`src/rtl/sap1_pkg.sv`:
```
// sap1_pkg: shared definitions for the SAP-1 controller slice.
//   - opcode_e      : opcode nibble encodings (LDA, ADD, SUB, OUT, HLT)
//   - CW_*          : bit positions inside the 12-bit control word,
//                     MSB first in the order Cp,Ep,nLm,nCE,nLi,nEi,nLa,Ea,Su,Eu,nLb,nLo
//   - CW_INACTIVE   : control word with every strobe deasserted
package sap1_pkg;

    typedef enum logic [3:0] {
        OP_LDA = 4'b0000,
        OP_ADD = 4'b0001,
        OP_SUB = 4'b0010,
        OP_OUT = 4'b1110,
        OP_HLT = 4'b1111
    } opcode_e;

    localparam int unsigned CW_WIDTH = 12;

    localparam int unsigned CW_CP  = 11;
    localparam int unsigned CW_EP  = 10;
    localparam int unsigned CW_NLM = 9;
    localparam int unsigned CW_NCE = 8;
    localparam int unsigned CW_NLI = 7;
    localparam int unsigned CW_NEI = 6;
    localparam int unsigned CW_NLA = 5;
    localparam int unsigned CW_EA  = 4;
    localparam int unsigned CW_SU  = 3;
    localparam int unsigned CW_EU  = 2;
    localparam int unsigned CW_NLB = 1;
    localparam int unsigned CW_NLO = 0;

    // Active-high strobes 0, active-low strobes 1.
    localparam logic [CW_WIDTH-1:0] CW_INACTIVE = 12'b0011_1110_0011;

endpackage

```
`src/rtl/controller_sequencer_ring_counter.sv`:
```
// ring_counter: one-hot rotating T-state counter.
// Ports:
//   clk     : clock, state changes on posedge
//   clr     : synchronous active-high reset, loads state to bit0 (T1)
//   advance : rotate left by one bit on this posedge
//   state   : one-hot ring state, bit0 = T1
module ring_counter #(
    parameter int unsigned LEN = 6
) (
    input  logic           clk,
    input  logic           clr,
    input  logic           advance,
    output logic [LEN-1:0] state
);

    localparam logic [LEN-1:0] FIRST = {{(LEN-1){1'b0}}, 1'b1};

    always_ff @(posedge clk) begin
        if (clr) begin
            state <= FIRST;
        end else if (advance) begin
            state <= {state[LEN-2:0], state[LEN-1]};
        end
    end

endmodule

```
`src/rtl/controller_sequencer.sv`:
```
// controller_sequencer: SAP-1 controller/sequencer. Runs a T1..T<RING_LEN>
// one-hot ring and decodes it together with the IR opcode into the 12-bit
// control word (Moore outputs of registered T and HLT).
// Ports:
//   CLK    : clock
//   CLR    : synchronous active-high reset (T=T1, HLT=0, word inactive)
//   IR_OP  : opcode nibble from the instruction register (used in T4..T6)
//   MANUAL, STEP : single-step controls, present only with SAP1_SINGLE_STEP_EN
//   Cp, Ep, nLm, nCE, nLi, nEi, nLa, Ea, Su, Eu, nLb, nLo : control word
//   HLT    : halt flag, freezes the ring until CLR
//   T      : one-hot ring state, bit0 = T1
// Optional feature macro: SAP1_SINGLE_STEP_EN.
module controller_sequencer
    import sap1_pkg::*;
#(
    parameter int unsigned RING_LEN = 6
) (
    input  logic                CLK,
    input  logic                CLR,
    input  logic [3:0]          IR_OP,
`ifdef SAP1_SINGLE_STEP_EN
    input  logic                MANUAL,
    input  logic                STEP,
`endif
    output logic                Cp,
    output logic                Ep,
    output logic                nLm,
    output logic                nCE,
    output logic                nLi,
    output logic                nEi,
    output logic                nLa,
    output logic                Ea,
    output logic                Su,
    output logic                Eu,
    output logic                nLb,
    output logic                nLo,
    output logic                HLT,
    output logic [RING_LEN-1:0] T
);

    logic [RING_LEN-1:0] t_state;
    logic                halted;
    logic                step_ok;
    logic                halt_now;
    logic                advance;
    logic [CW_WIDTH-1:0] cw;

`ifdef SAP1_SINGLE_STEP_EN
    // In manual mode only a STEP cycle counts as a real machine cycle.
    assign step_ok = !MANUAL || STEP;
`else
    assign step_ok = 1'b1;
`endif

    // A HLT opcode halts on the edge closing T4 and that same edge must not
    // rotate the ring, so the ring stays parked on T4.
    assign halt_now = t_state[3] && (IR_OP == OP_HLT) && step_ok && !halted;
    assign advance  = !halted && step_ok && !halt_now;

    ring_counter #(
        .LEN(RING_LEN)
    ) u_ring (
        .clk     (CLK),
        .clr     (CLR),
        .advance (advance),
        .state   (t_state)
    );

    always_ff @(posedge CLK) begin
        if (CLR) begin
            halted <= 1'b0;
        end else if (halt_now) begin
            halted <= 1'b1;
        end
    end

    always_comb begin
        cw = CW_INACTIVE;
        if (!CLR && !halted && step_ok) begin
            if (t_state[0]) begin
                cw[CW_EP]  = 1'b1;
                cw[CW_NLM] = 1'b0;
            end
            if (t_state[1]) begin
                cw[CW_CP] = 1'b1;
            end
            if (t_state[2]) begin
                cw[CW_NCE] = 1'b0;
                cw[CW_NLI] = 1'b0;
            end
            case (IR_OP)
                OP_LDA: begin
                    if (t_state[3]) begin
                        cw[CW_NEI] = 1'b0;
                        cw[CW_NLM] = 1'b0;
                    end
                    if (t_state[4]) begin
                        cw[CW_NCE] = 1'b0;
                        cw[CW_NLA] = 1'b0;
                    end
                end
                OP_ADD, OP_SUB: begin
                    if (t_state[3]) begin
                        cw[CW_NEI] = 1'b0;
                        cw[CW_NLM] = 1'b0;
                    end
                    if (t_state[4]) begin
                        cw[CW_NCE] = 1'b0;
                        cw[CW_NLB] = 1'b0;
                    end
                    if (t_state[5]) begin
                        cw[CW_EU]  = 1'b1;
                        cw[CW_NLA] = 1'b0;
                    end
                    // Su held across the whole execute phase so the
                    // subtractor has settled before Eu drives the bus.
                    if ((IR_OP == OP_SUB) && (|t_state[5:3])) begin
                        cw[CW_SU] = 1'b1;
                    end
                end
                OP_OUT: begin
                    if (t_state[3]) begin
                        cw[CW_EA]  = 1'b1;
                        cw[CW_NLO] = 1'b0;
                    end
                end
                default: begin
                end
            endcase
        end
    end

    assign Cp  = cw[CW_CP];
    assign Ep  = cw[CW_EP];
    assign nLm = cw[CW_NLM];
    assign nCE = cw[CW_NCE];
    assign nLi = cw[CW_NLI];
    assign nEi = cw[CW_NEI];
    assign nLa = cw[CW_NLA];
    assign Ea  = cw[CW_EA];
    assign Su  = cw[CW_SU];
    assign Eu  = cw[CW_EU];
    assign nLb = cw[CW_NLB];
    assign nLo = cw[CW_NLO];
    assign HLT = halted;
    assign T   = t_state;

endmodule
```
`config.mk`:
```
export PLATFORM = sky130hd
export DESIGN_NAME = controller_sequencer
export DESIGN_NICKNAME = d
export VERILOG_FILES = /design/src/rtl/sap1_pkg.sv /design/src/rtl/controller_sequencer_ring_counter.sv /design/src/rtl/controller_sequencer.sv
export SDC_FILE = /design/constraint.sdc
export NUM_CORES = 1
export LEC_CHECK = 0
export BUFFER_PORTS_ARGS = -buffer_cell sky130_fd_sc_hd__buf_2
export CAP_MARGIN = 15
export CORE_AREA = 10 10 47 49
export CTS_CLUSTER_DIAMETER = 200
export CTS_CLUSTER_SIZE = 40
export DETAILED_ROUTE_END_ITERATION = 16
export DIE_AREA = 0 0 57 59
export PLACE_DENSITY = 0.66
export SYNTH_ARGS = -nofsm -noshare
export SYNTH_HDL_FRONTEND = slang
export SYNTH_SLANG_ARGS = --single-unit
```
`constraint.sdc`:
```
create_clock -name CLK -period 1.5 [get_ports CLK]
set_input_delay 0.075 -clock CLK [delete_from_list [all_inputs] [get_ports CLK]]
set_output_delay 0.075 -clock CLK [all_outputs]
set_load 0.02 [all_outputs]
```
After elaboration in Yosys (flattened, before gate mapping)
Index checks and enable logic that the tools add are counted.

Bits in read-only memories: 0. RAM bits: 0. Input bits: 6. Bits in registers: 7. Memories: 0. Bits in latches: 0. Output and inout bits: 19.

Multiply operators: 0. Equal/unequal tests: 4. Order comparisons: 0. Multiplexer cells: 17. Reduce and logical (&&, ||, !) cells: 12. Add/sub/neg operators: 0. Shift operators: 0. Bitwise logic cells: 0. Div/mod/pow operators: 0.

Operators with widths (number): $mux 12 (1); $mux 1 (11); $eq 4x4->1 const B (2); $mux 2 (3); $reduce_or 3->1 (2); $logic_and 1x1->1 (5); $eq 4x1->1 const B (1); $eq 4x2->1 const B (1); $logic_not 4->1 (1); $pmux 2 s2 (1); $logic_not 1->1 (3); $mux 3 (1); $reduce_or 2->1 (1).

Logic depth before layout (Yosys ltp)
Gate-level depths: netlist of run 1.

Depth in word-level cells: 5. Depth in mapped cells: 4. Depth with buffers taken out: 3.

Modules after synthesis
Synthesis of run 1 repeated with hierarchy kept, for this count alone.

Cells, all modules: 44. Area, all modules: 414.1 sq um.

By module, submodules not included: ring_counter (instances 1, sequential area each 120.1 sq um, area each 217.7 sq um, cells each 19); controller_sequencer (instances 1, sequential area each 20.0 sq um, area each 196.4 sq um, cells each 25).

Worst setup path before layout of run 1
OpenSTA, ideal clock, no wires.

Path type: reg-to-output. Start: register halted (netlist: HLT). End: output Su. Arrival: 1.554 ns. Data required time: 1.425 ns. Buffers on the path: 1. Path slack: -0.129 ns. Stages on the path, launching flop included: 5. Cells stage by stage: dfxtp_1 buf_2 nor2_1 nand3b_1 nor4_1.

Longest elaborated chain between the ends: 3.

RTL lines: start, declared (line controller_sequencer.sv:42) `logic halted;`; start signal, assigned (line controller_sequencer.sv:71) `halted <= 1'b0;`; start signal, assigned (line controller_sequencer.sv:73) `halted <= 1'b1;`; $logic_not 1->1 (line controller_sequencer.sv:79) `if (!CLR && !halted && step_ok) begin`; $logic_and 1x1->1 (line controller_sequencer.sv:79); $mux 12 (line controller_sequencer.sv:79); end, declared (line controller_sequencer.sv:33) `output logic Su,`.

Every way passes these cells.

Worst setup path after layout of run 1
Start: register halted (netlist: HLT). End: output nLa.

Longest elaborated chain between the ends: 3.

RTL lines: $logic_not 1->1 (line controller_sequencer.sv:79); $logic_and 1x1->1 (line controller_sequencer.sv:79); $mux 12 (line controller_sequencer.sv:79); end, declared (line controller_sequencer.sv:31) `output logic nLa,`.

Every way passes these cells.

==> results of run 1 <==
-- area by class of cell --
class | count | share of cell area, %
Clock buffer | 4 | 3.66
Inverter | 4 | 2.09
Multi-Input combinational cell | 46 | 47.1
Sequential cell | 7 | 19.9
Tap cell | 16 | 2.79
Timing Repair Buffer | 27 | 24.4
-- sequential cells by signal (all words and copies together) (netlist names) --
signal and count:
u_ring.state 6, HLT 1
-- cells in the final DEF (no fill, tap or decap), types with 2 or more instances in the layout --
cell and n:
nor2_1 3, clkbuf_4 3, buf_4 6, nand2_1 3
buf_6 4, o311ai_1 2, buf_2 17, a21oi_1 3
dfxtp_2 2, inv_1 3, and2_1 2, nor2_4 2
nand2b_1 2, dfxtp_1 5, o211ai_1 2, nand3_1 3
-- metal layers --
metal | share of wire [%] | routed length [um] | track usage (%)
met1 | 41 | 691 | 10.0
met2 | 47 | 783 | 15.5
met3 | 11 | 188 | 4.94
met4 | 1.1 | 19 | 6.71
met5 | 0 | 0 | 0
-- what timing repair did --
item,CTS,global route
pin swaps,3,2
resized for setup,15,4
endpoints found under the setup margin,7,8
-- power by group --
group          internal [uW]  leakage (uW)  switching, uW
Clock                    102     0.0000150           74.5
Sequential               202     0.0000587           19.9
Combinational           64.3      0.000238           97.4
-- cells by family (layout without fill, tap and decap cells) --
| kind of cell | Yosys count | count (layout) | share of synthesized area (%) |
|---|---|---|---|
| XOR/XNOR | 1 | 1 | 1.84 |
| buffers and inverters | 6 | 35 | 5.77 |
| AO/OA/AOI/OAI | 14 | 14 | 22.6 |
| AND/OR/NAND/NOR | 31 | 31 | 40.4 |
| flip-flops | 7 | 7 | 29.4 |
-- worst reg2reg max path, delay by kind of cell (launching register included) --
kind | cells | cell delay (ns)
and+or+nand+nor | 3 | 0.75
DFF | 1 | 0.36
-- stage by stage --
| step | TNS, ns | util, % |
|---|---|---|
| after floorplan | 0 | - |
| after global placement | 0 | 45.2 |
| after detailed placement | 0 | 45.2 |
| after CTS | -0.174 | 50.4 |
| after global routing | -0.464 | 51.2 |
| final | -0.142 | 51.2 |
-- how the worst max path moves through the flow --
stage,end,slack (ns),depth (start not counted)
final,nLa,-0.04,3
after global routing,Eu,-0.09,4
after CTS,Eu,-0.06,4
after detailed placement,Eu,0.16,4
after global placement,Eu,0.18,4
after floorplan,Su,0.08,4
==> results.toml, run 1 <==
[run_status]
status = "finished, violations left"
violations = "negative setup slack"

[clock_network]
root_buffer = "clkbuf_4"
clockBufferDepth = 2
cts.htree.levels = 1
clk_pin_slew_ns = 0.05
postCtsSetupRepairBufs = 0
postCtsHoldBufs = 0
worstSkewPairLatency_ns = 0.25
numClockSinks = 7
cts_tree = "built"
numCtsBuffers = 3

[logic_synthesis]
synth_common_cells = "dfxtp_1 (7), nand2_1 (4), nor2_1 (4)"
syn_area_um2 = 477
yosysWarnings = 0
synth_cell_types = 35
yosys.area.top_type_share_pct = 29.4
synth.most_common_cell = "dfxtp_1"
synth_enable_flop_cells = 0
yosysSeqAreaShare_pct = 29.4
synth-seq-cells = 7
syn-mean-instance-area_um2 = 8.08
syn_nets = 65
synthArstFlopShare_pct = 0
yosysTopAreaCell = "dfxtp_1"
synth.area.top_cells = "dfxtp_1 (29%), and2_1 (3.9%), o311ai_1 (3.7%), a21oi_1 (3.1%), nand3_1 (3.1%)"
synth_flop_cell = "dfxtp_1"
netlist_instances = 59

[placed_design]
port-buffer-count = 24
pre_cts_ws_ns = 0.162
routabilityCongestion = 0.832
hpwl_mm = 1.27
post-place-cells = 100
placed_area_um2 = 633

[critical_path]
rr_endpoint = "u_ring.state[1]"
worst-path-max-fanout = 3
reg2reg_depth = 3
cp-start-kind = "register"
crit_arrival_ns = 1.47
cpPeakStageDelay_ns = 0.52
required_ns = 1.42
startpoint = "HLT"
path_cells = "or4_4, or2_1, buf_6"
cp_num_buf_inv = 1
end_kind = "output pin"
worstReg2RegStart = "u_ring.state[3]"
critPathSlowestCell = "or4_4"
ff2ff_setup_slack_ns = 0.28
crit_type = "reg -> out"
cpLargestDelayFamily = "simple AND/OR/NAND/NOR gates"

[routing]
drt-total-wl_mm = 1.68
final_antenna_net_count = 0
avgRoutedWirePerCell_um = 16.2
drtPass1Iterations = 4
num_vias = 590
drc_errors = 0
drt_iter0_markers = 10
viasPerCell = 5.67

[layout]
instances_no_fill = 104
multiInputGateArea_um2 = 338
fin_nets = 95
synthToLayoutAreaGrowth_pct = 50.4
fillers = 151
n_antenna_cell = 0
layout-drive-gt1-share_pct = 47.7
stdcell_area_um2 = 717
regArea_um2 = 143

[hold_path]
holdCritStartpoint = "CLR"
holdPathStages = 2
min_to = "HLT"
hold_path.class = "in -> reg"

[timing]
fin_skew_ns = 0.000363
rsz0062_at_grt = "true"
holdWs_ns = 0.150
hold_viol = 0
max_slew_margin_pct = 80.7
slew_violations = 0
period_share_pct = 103
worstMarginPinSlew_ns = 0.290
fmax_mhz = 648
setup_slack_ns = -0.0425
min_period_ns = 1.54
setup_violations = 5

[global_route]
grt_pass1_wl_mm = 2.68
grt_usage_pct = 9.83
antenna_found_initial = 0
grt_max_degree = 12
grt_pass1_vias = 582
grt_overflow = 0

[floorplan]
core_area_um2 = 1400
initial_utilization_pct = 34.0
rows = 14
dieArea_um2 = 3360
ios = 25
die_w_um = 57
fp.dieH_um = 59

[power_and_ir_drop]
total_power_uw = 560
powerDensity_nw_per_um2 = 781
ir_drop_v = 0.000436
p_leak_uw = 0.000312

[job]
cap_violations = 0
No activity file was read; power rests on OpenSTA's default activity.
==> run 2: changes to the inputs <==
--- a/config.mk
+++ b/config.mk
@@ -8,11 +8,13 @@
 export BUFFER_PORTS_ARGS = -buffer_cell sky130_fd_sc_hd__buf_2
 export CAP_MARGIN = 15
 export CORE_AREA = 10 10 47 49
+export CTS_BUF_LIST = sky130_fd_sc_hd__clkbuf_16
 export CTS_CLUSTER_DIAMETER = 200
 export CTS_CLUSTER_SIZE = 40
 export DETAILED_ROUTE_END_ITERATION = 16
 export DIE_AREA = 0 0 57 59
-export PLACE_DENSITY = 0.66
+export PLACE_DENSITY_LB_ADDON = 0.12
+export RECOVER_POWER = 50
 export SYNTH_ARGS = -nofsm -noshare
 export SYNTH_HDL_FRONTEND = slang
 export SYNTH_SLANG_ARGS = --single-unit
==> run 2 against run 1 <==
  * The run still ends with negative setup slack left
  * Die area unchanged
  * Sequential power barely moved
  * Clock power grew to 2.5 times the previous value
  * Register-to-register slack lost 0.04 ns
  * Clock skew up 0.00068 ns
  * Final cell count is 0.96% higher
  * Clock-buffer cell count is 1 lower
  * Utilization grew 5.0 points
  * Flip-flop and latch count is the same
  * Routed wire length down 6.1%
  * Worst hold slack improved by 0.032 ns
==> results.toml, run 2 (synthesis gave the netlist of run 1 again) <==
[clock_network]
cts_tree = "built"
postCtsSetupRepairBufs = 0
numCtsBuffers = 3
postCtsHoldBufs = 0
root_buffer = "clkbuf_16"
numClockSinks = 7
cts.htree.levels = 1
worstSkewPairLatency_ns = 0.23
clockBufferDepth = 2
clk_pin_slew_ns = 0.03

[global_route]
grt_usage_pct = 9.70
grt_max_degree = 12
antenna_found_initial = 0
grt_overflow = 0
grt_pass1_vias = 547
grt_pass1_wl_mm = 2.62

[layout]
n_antenna_cell = 0
largest_register_ffs = 6
top_register = "u_ring.state"
layout.cells.most_common_list = "buf_2 (14), buf_6 (6), dfxtp_1 (6)"
synthToLayoutAreaGrowth_pct = 65.1
multiInputGateArea_um2 = 345
utilization_pct = 56.2
layout-drive-gt1-share_pct = 46.1
fillers = 131
regArea_um2 = 141
instances_no_fill = 105
final_common_cell = "buf_2"
fin_nets = 96

[timing]
min_period_ns = 1.51
slew_violations = 0
fin_skew_ns = 0.00104
max_slew_margin_pct = 76.3
worstMarginPinSlew_ns = 0.356
rsz0062_at_grt = "true"
period_share_pct = 101
setup_slack_ns = -0.00984
fmax_mhz = 662
hold_viol = 0
setup_violations = 2

[placed_design]
hpwl_mm = 1.24
post-place-cells = 101
routabilityCongestion = 0.875
pre_cts_ws_ns = 0.174
port-buffer-count = 24

[floorplan]
die_w_um = 57
rows = 14
initial_utilization_pct = 34.0
fp.dieH_um = 59
ios = 25
dieArea_um2 = 3360
core_area_um2 = 1400

[routing]
drtPass1Iterations = 4
drc_errors = 0
viasPerCell = 5.36
avgRoutedWirePerCell_um = 15.1
drt-total-wl_mm = 1.58
num_vias = 563
final_antenna_net_count = 0
drt_iter0_markers = 9

[critical_path]
ff2ff_setup_slack_ns = 0.24
crit_arrival_ns = 1.43
path_cells = "or4_4, nor2b_4, and2_4, buf_6"
worst-path-max-fanout = 3
end_kind = "output pin"
worstReg2RegStart = "u_ring.state[3]"
rr_endpoint = "u_ring.state[1]"
required_ns = 1.42
crit_type = "reg -> out"
cpPeakStageDelay_ns = 0.52
cp_num_buf_inv = 1
reg2reg_depth = 3
critPathSlowestCell = "or4_4"
cp-start-kind = "register"
cpLargestDelayFamily = "simple AND/OR/NAND/NOR gates"

[run_status]
violations = "negative setup slack"
status = "finished, violations left"

[hold_path]
holdCritStartpoint = "CLR"
min_to = "HLT"
holdPathStages = 2
hold_path.class = "in -> reg"

[job]
cap_violations = 0

[power_and_ir_drop]
total_power_uw = 831
p_leak_uw = 0.000339
powerDensity_nw_per_um2 = 1060
ir_drop_v = 0.000727
==> run 2: timing repair <==
action | CTS | global route
endpoints found under the setup margin | 7 | 7
gates resized for setup | 5 | 17
pin swaps | 2 | 4
==> run 2: how the worst max path moves through the flow <==
stage          startpoint   to  slack (ns)  cells after the start
5_1_grt               HLT   Eu       -0.07                      4
3_3_place_gp          HLT  nLm        0.17                      4
4_1_cts               HLT   Eu       -0.01                      4
6_report              HLT   Eu       -0.01                      4
2_1_floorplan         HLT   Su        0.08                      4
3_5_place_dp          HLT  nCE        0.17                      4
==> run 2: final cells by class <==
type / count / area share, %
clock buffers: 3 / 9.54
clock inverters: 1 / 0.477
inverters: 4 / 1.91
multi-input cells: 46 / 43.9
flip-flops and latches: 7 / 18.0
well taps: 16 / 2.54
repair buffers: 28 / 23.7
==> run 2: report_power, final <==
| part | internal (uW) | total [uW] | switching, uW |
|---|---|---|---|
| clock | 346 | 441 | 94.9 |
| combinational | 68.6 | 168 | 99.4 |
| sequential | 203 | 222 | 19.6 |
| total | 617 | 831 | 214 |
==> run 2: routing by layer <==
layer,wire [um],GRT usage [%]
met5,0,0
met4,34,7.72
met3,176,4.94
met2,699,13.2
met1,671,11.1
==> run 2: stage by stage <==
| stage | instance area (um^2) | hold WS [ns] | setup TNS (ns) |
|---|---|---|---|
| final | 787 | 0.182 | -0.0106 |
| after floorplan | 483 | 0.202 | 0 |
| after CTS | 736 | 0.161 | -0.0118 |
| after global routing | 787 | 0.220 | -0.271 |
| after detailed placement | 641 | 0.396 | 0 |
| after global placement | 641 | 0.403 | 0 |
==> run 2: worst reg2reg max path: cells and delay by family (launching register included) <==
family / cells / cell delay (ns)
and+or+nand+nor: 3 / 0.80
DFF: 1 / 0.34
